## src/rtl/hopfield_tdm_array.sv

```systemverilog
// hopfield_tdm_array: time-multiplexed leaky integrate-and-fire Hopfield array.
// A single update unit scans the N neurons, one per cycle. Each neuron sums an
// external drive with recurrent current from the N x N signed weight matrix,
// gated by the spike vector committed at the end of the previous sweep.
// Build option: define HOPFIELD_HEBB_EN to add the Hebbian LEARN pass.
// Handshake: run is a level enable, sampled in IDLE and at the end of every
// sweep/LEARN pass; spikes_valid is a one-cycle pulse with no back-pressure,
// and spikes holds its value between pulses.
module hopfield_tdm_array #(
  parameter int N          = 8,
  parameter int VW         = 16,
  parameter int WW         = 12,
  parameter int THRESH     = 1024,
  parameter int EXT_GAIN   = 1024,
  parameter int LEAK_SHIFT = 4,
  parameter int AW         = $clog2(N)
) (
  input  logic                 clk,
  input  logic                 reset_n,
  input  logic                 run,
  input  logic [N-1:0]         ext_in,
  input  logic                 learn,
  input  logic                 w_we,
  input  logic [AW-1:0]        w_row,
  input  logic [AW-1:0]        w_col,
  input  logic signed [WW-1:0] w_data,
  output logic [N-1:0]         spikes,
  output logic                 spikes_valid,
  output logic                 busy
);

  localparam int SW = VW + AW;      // current accumulator width
  localparam int XW = VW + AW + 2;  // common width ahead of saturation
  localparam logic signed [VW-1:0] THRESH_V = VW'(THRESH);

  localparam logic [1:0] S_IDLE  = 2'd0;
  localparam logic [1:0] S_SCAN  = 2'd1;
  localparam logic [1:0] S_LEARN = 2'd2;

  // state is kept as a plain named register so checkers can bind to it
  logic [1:0]           state;
  logic [AW-1:0]        idx;
  logic [N-1:0]         nxt;
  logic signed [VW-1:0] v [N];
  logic signed [WW-1:0] w [N][N];

  logic signed [SW-1:0] i_sum;
  logic signed [VW-1:0] i_sat;
  logic signed [VW-1:0] v_cur;
  logic signed [XW-1:0] v_sum;
  logic signed [VW-1:0] v_new;
  logic                 fire;
  logic                 last;
  logic [N-1:0]         nxt_vec;
  logic                 w_ok;

  function automatic logic signed [VW-1:0] sat_vw(input logic signed [XW-1:0] x);
    logic signed [XW-1:0] hi;
    logic signed [XW-1:0] lo;
    hi = {{(XW-VW+1){1'b0}}, {(VW-1){1'b1}}};
    lo = {{(XW-VW+1){1'b1}}, {(VW-1){1'b0}}};
    if (x > hi) return hi[VW-1:0];
    if (x < lo) return lo[VW-1:0];
    return x[VW-1:0];
  endfunction

`ifdef HOPFIELD_HEBB_EN
  // +1 when both neurons spiked, -1 when exactly one did, saturating at WW
  function automatic logic signed [WW-1:0] hebb(input logic signed [WW-1:0] cur,
                                                input logic a, input logic b);
    logic signed [WW:0] t;
    t = {cur[WW-1], cur};
    if (a && b)      t = t + (WW+1)'(1);
    else if (a ^ b)  t = t - (WW+1)'(1);
    if (t[WW] != t[WW-1]) return t[WW] ? {1'b1, {(WW-1){1'b0}}} : {1'b0, {(WW-1){1'b1}}};
    return t[WW-1:0];
  endfunction
`else
  logic unused_learn;
  assign unused_learn = learn;
`endif

  // input current for the neuron under scan, from committed spikes only
  always_comb begin
    i_sum = ext_in[idx] ? SW'(EXT_GAIN) : '0;
    for (int j = 0; j < N; j++) begin
      if (AW'(j) != idx && spikes[j]) i_sum = i_sum + SW'(w[j][idx]);
    end
  end

  // leaky integrate for the neuron under scan and the threshold decision
  always_comb begin
    i_sat   = sat_vw(XW'(i_sum));
    v_cur   = v[idx];
    v_sum   = XW'(v_cur) - XW'(v_cur >>> LEAK_SHIFT) + XW'(i_sat);
    v_new   = sat_vw(v_sum);
    fire    = (v_new >= THRESH_V);
    nxt_vec = nxt;
    nxt_vec[idx] = fire;
    last    = (idx == AW'(N - 1));
    w_ok    = w_we && (w_row != w_col) &&
              ({1'b0, w_row} < (AW+1)'(N)) && ({1'b0, w_col} < (AW+1)'(N));
  end

  assign busy = (state != S_IDLE);

  // sequencer, membrane store, weight store and spike commit
  always_ff @(posedge clk or negedge reset_n) begin
    if (!reset_n) begin
      state        <= S_IDLE;
      idx          <= '0;
      nxt          <= '0;
      spikes       <= '0;
      spikes_valid <= 1'b0;
      for (int i = 0; i < N; i++) begin
        v[i] <= '0;
        for (int j = 0; j < N; j++) w[i][j] <= '0;
      end
    end else begin
      spikes_valid <= 1'b0;
      case (state)
        S_IDLE: begin
          if (w_ok) w[w_row][w_col] <= w_data;
          if (run) begin
            state <= S_SCAN;
            idx   <= '0;
          end
        end
        S_SCAN: begin
          v[idx] <= fire ? '0 : v_new;
          nxt    <= nxt_vec;
          if (last) begin
            spikes       <= nxt_vec;
            spikes_valid <= 1'b1;
            idx          <= '0;
`ifdef HOPFIELD_HEBB_EN
            if (learn)    state <= S_LEARN;
            else if (run) state <= S_SCAN;
            else          state <= S_IDLE;
`else
            state <= run ? S_SCAN : S_IDLE;
`endif
          end else begin
            idx <= idx + 1'b1;
          end
        end
`ifdef HOPFIELD_HEBB_EN
        S_LEARN: begin
          for (int j = 0; j < N; j++) begin
            if (AW'(j) != idx) w[idx][j] <= hebb(w[idx][j], spikes[idx], spikes[j]);
          end
          if (last) begin
            idx   <= '0;
            state <= run ? S_SCAN : S_IDLE;
          end else begin
            idx <= idx + 1'b1;
          end
        end
`endif
        default: state <= S_IDLE;
      endcase
    end
  end

endmodule

```

## config.mk

```make
export PLATFORM = sky130hd
export DESIGN_NAME = hopfield_tdm_array
export DESIGN_NICKNAME = d
export VERILOG_FILES = /design/src/rtl/hopfield_tdm_array.sv
export SDC_FILE = /design/constraint.sdc
export NUM_CORES = 2
export LEC_CHECK = 0
export BUFFER_PORTS_ARGS = -buffer_cell sky130_fd_sc_hd__buf_2
export CAP_MARGIN = 40
export CORE_MARGIN = 2
export CORE_UTILIZATION = 50
export CTS_CLUSTER_SIZE = 14
export DETAILED_ROUTE_END_ITERATION = 16
export PLACE_DENSITY = 0.68
export SETUP_SLACK_MARGIN = 0.5
export SLEW_MARGIN = 20
export SYNTH_ARGS = -nofsm -noshare
export SYNTH_HDL_FRONTEND = slang
export SYNTH_SLANG_ARGS = --single-unit
```

## constraint.sdc

```tcl
create_clock -name clk -period 23 [get_ports clk]
set_clock_uncertainty 0.1 [all_clocks]
set_input_delay 2.3 -clock clk [delete_from_list [all_inputs] [get_ports clk]]
set_output_delay 2.3 -clock clk [all_outputs]
set_load 0.05 [all_outputs]
```

==> out/metrics.yaml <==
status: "finished clean"
io_pins: 41
grt_use_met1: 0.413
antenna_left: 0
post_synth_fa_ha_maj_area_fraction: 0.0475
synthFlopType: "dfrtp_1"
initial_core_util: 0.504
cts_sinks: 917
wl_um: 144000
slowest_stage: "o221ai_1"
rsz0062_at_grt: "no"
detail_route.wl_per_cell_um: 25.4
fmax_mhz: 50.5
startpoint_type: "flip-flop"
synth_seq_cells: 917
syn_inst: 4478
yosysSeqAreaShare: 0.470
grt_usage: 0.286
grt_pass1_wl_um: 219000
yosys_warnings: 0
die-area_um2: 100000
critical-path-max-stage-delay_ns: 0.66
avgSynthCellArea_um2: 10.9
setup_violations: 0
cp_top_family: "compound AO/OA/AOI/OAI gates"
drv_cap: 0
portBuffers: 39
drc: 0
grt_max_degree: 183
synth_top_family_by_area: "multiplexers"
endpoint_kind: "flip-flop"
synth-simple-area-share: 0.0987
cts_buffers: 95
synth.net_count: 4681
setup_tns_ns: 0
busiest_layer: "met2"
hold_violations: 0
synth_xor_area_frac: 0.0177
synth_compound_area_frac: 0.153
hpwl_um: 92900
hold_buffers: 0
antenna_found_initial: 3
cp.arrival_ns: 20.29
gp_congestion: 0.945
crit_required_ns: 23.49
min_period_over_period: 0.861
insertion_delay_ns: 0.68
chipHeight_um: 316
tightest_slew_ns: 0.989
synth_mux_area_frac: 0.174
min_period_ns: 19.81
cts_max_level: 3
maxSlewViolCount: 0
ys_types: 91
grt_remaining_overflow: 0
cts.clk_slew.worst_paths_ns: 0.06
drive_gt1_frac: 0.252
nets: 4531
firstDrtPassIters: 5
cts_setup_buffers: 0
grtUsageMet2: 0.447
viasPerCell: 6.39
cts_buffer_depth: 3
critical_path_buf_inv_count: 6
tritoncts: "built"
worst-path-max-fanout: 47
syn_to_final_growth_pct: 9.77
synth_edf_count: 0
core_um2: 96700
grt_pass1_vias: 35500
relSlewSlack: 0.341
crit_path_frequent_cell: "ha_1"
die-width_um: 316
root_buffer: "clkbuf_16"
row_count: 114
drtIter0Drc: 3684
netlist_area_um2: 48800
grt_use_met3: 0.0384
fillers: 8218
worstHoldPathType: "flip-flop to flip-flop"
synthArstFlopShare: 1.00
num_vias: 36300
setup.worst_path.class: "flip-flop to flip-flop"
cts_resized: 0
-- cells in the mapped netlist (49+ instances only) --
library cell	number	area (um2)
nand3_1	125	626
dfrtp_1	917	22900
xnor2_1	59	517
a21o_1	49	368
mux2_2	697	7850
clkbuf_1	371	1390
a22oi_1	362	2720
a21oi_1	127	636
nand2_1	334	1250
inv_1	65	244
nand4_1	102	638
ha_1	150	1880
nor3_1	50	250
nor2_1	176	661
o21ai_0	202	1010
-- metrics by stage --
step	cells	hold WS [ns]	cell area, um2	setup slack [ns]	util
floorplan	4478	0.322	48800	7.04	-
CTS	5664	0.278	53300	3.28	0.551
global route	5680	0.285	53500	2.15	0.554
global placement	5454	0.260	49700	3.21	0.514
finish	5680	0.274	53500	3.19	0.554
detailed placement	5492	0.263	50300	3.38	0.520
-- final cells by class --
cell class / count / area [um2] / area share
Tap cell: 1276 / 1600 / 0.0298
Clock inverter: 33 / 302 / 0.00563
Antenna cell: 1 / 2.50 / 0.0000467
Multi-Input combinational cell: 3072 / 24000 / 0.449
Clock buffer: 139 / 2760 / 0.0516
Inverter: 67 / 251 / 0.00470
Sequential cell: 917 / 23000 / 0.429
Timing Repair Buffer: 175 / 1630 / 0.0305
-- registers in the layout, summed over array words and instances (netlist names) --
name          count
spikes            8
v               128
spikes_valid      1
nxt               8
idx               3
w               768
state             1
-- final timing paths --
check	slack (ns)	to	start	cells past startpoint
worst max-delay path	3.19	v[3]	idx[0]	69
worst min-delay path	0.27	w[765]	w[765]	0
worst max register to register	3.19	v[3]	idx[0]	69
worst min register to register	0.27	w[765]	w[765]	0
max in group asynchronous	18.54	w[247]	reset_n	5
min in group asynchronous	1.47	w[726]	reset_n	1
-- layout by cell type (no fill, tap or decap), types with 28 or more instances in the layout --
cell / Yosys / layout
inv_1: 65 / 65
nand3_1: 125 / 125
buf_2: 18 / 42
mux2_2: 697 / 697
nand4_1: 102 / 102
nand2_1: 334 / 334
a22oi_1: 362 / 362
dfrtp_1: 917 / 914
xnor2_1: 59 / 59
a21oi_1: 127 / 126
mux2i_1: 32 / 32
xor2_1: 37 / 37
nor2_1: 176 / 166
ha_1: 150 / 150
o22ai_1: 48 / 48
nand2b_1: 28 / 28
buf_4: 4 / 86
clkbuf_16: 0 / 96
o21ai_0: 202 / 202
nor3_1: 50 / 46
a21o_1: 49 / 49
-- per-layer routing --
layer / share of wire / wire length [um] / vias up
met3: 0.067 / 9620 / 230
met1: 0.45 / 64100 / 18600
met2: 0.46 / 65700 / 1264
met4: 0.032 / 4600 / 0
li1: - / - / 16200
met5: 0 / 0 / -
-- kinds of logic after synthesis --
logic type	Yosys count
buffers and inverters	489
adders and majority gates	172
and+or+nand+nor	986
AOI/OAI and AO/OA	1073
DFF	917
muxes	744
xor gates and xnor gates	97
Power is left out: the tool's default activity adds up to more than one toggle a clock period on the data nets, which glitch-free logic cannot reach.
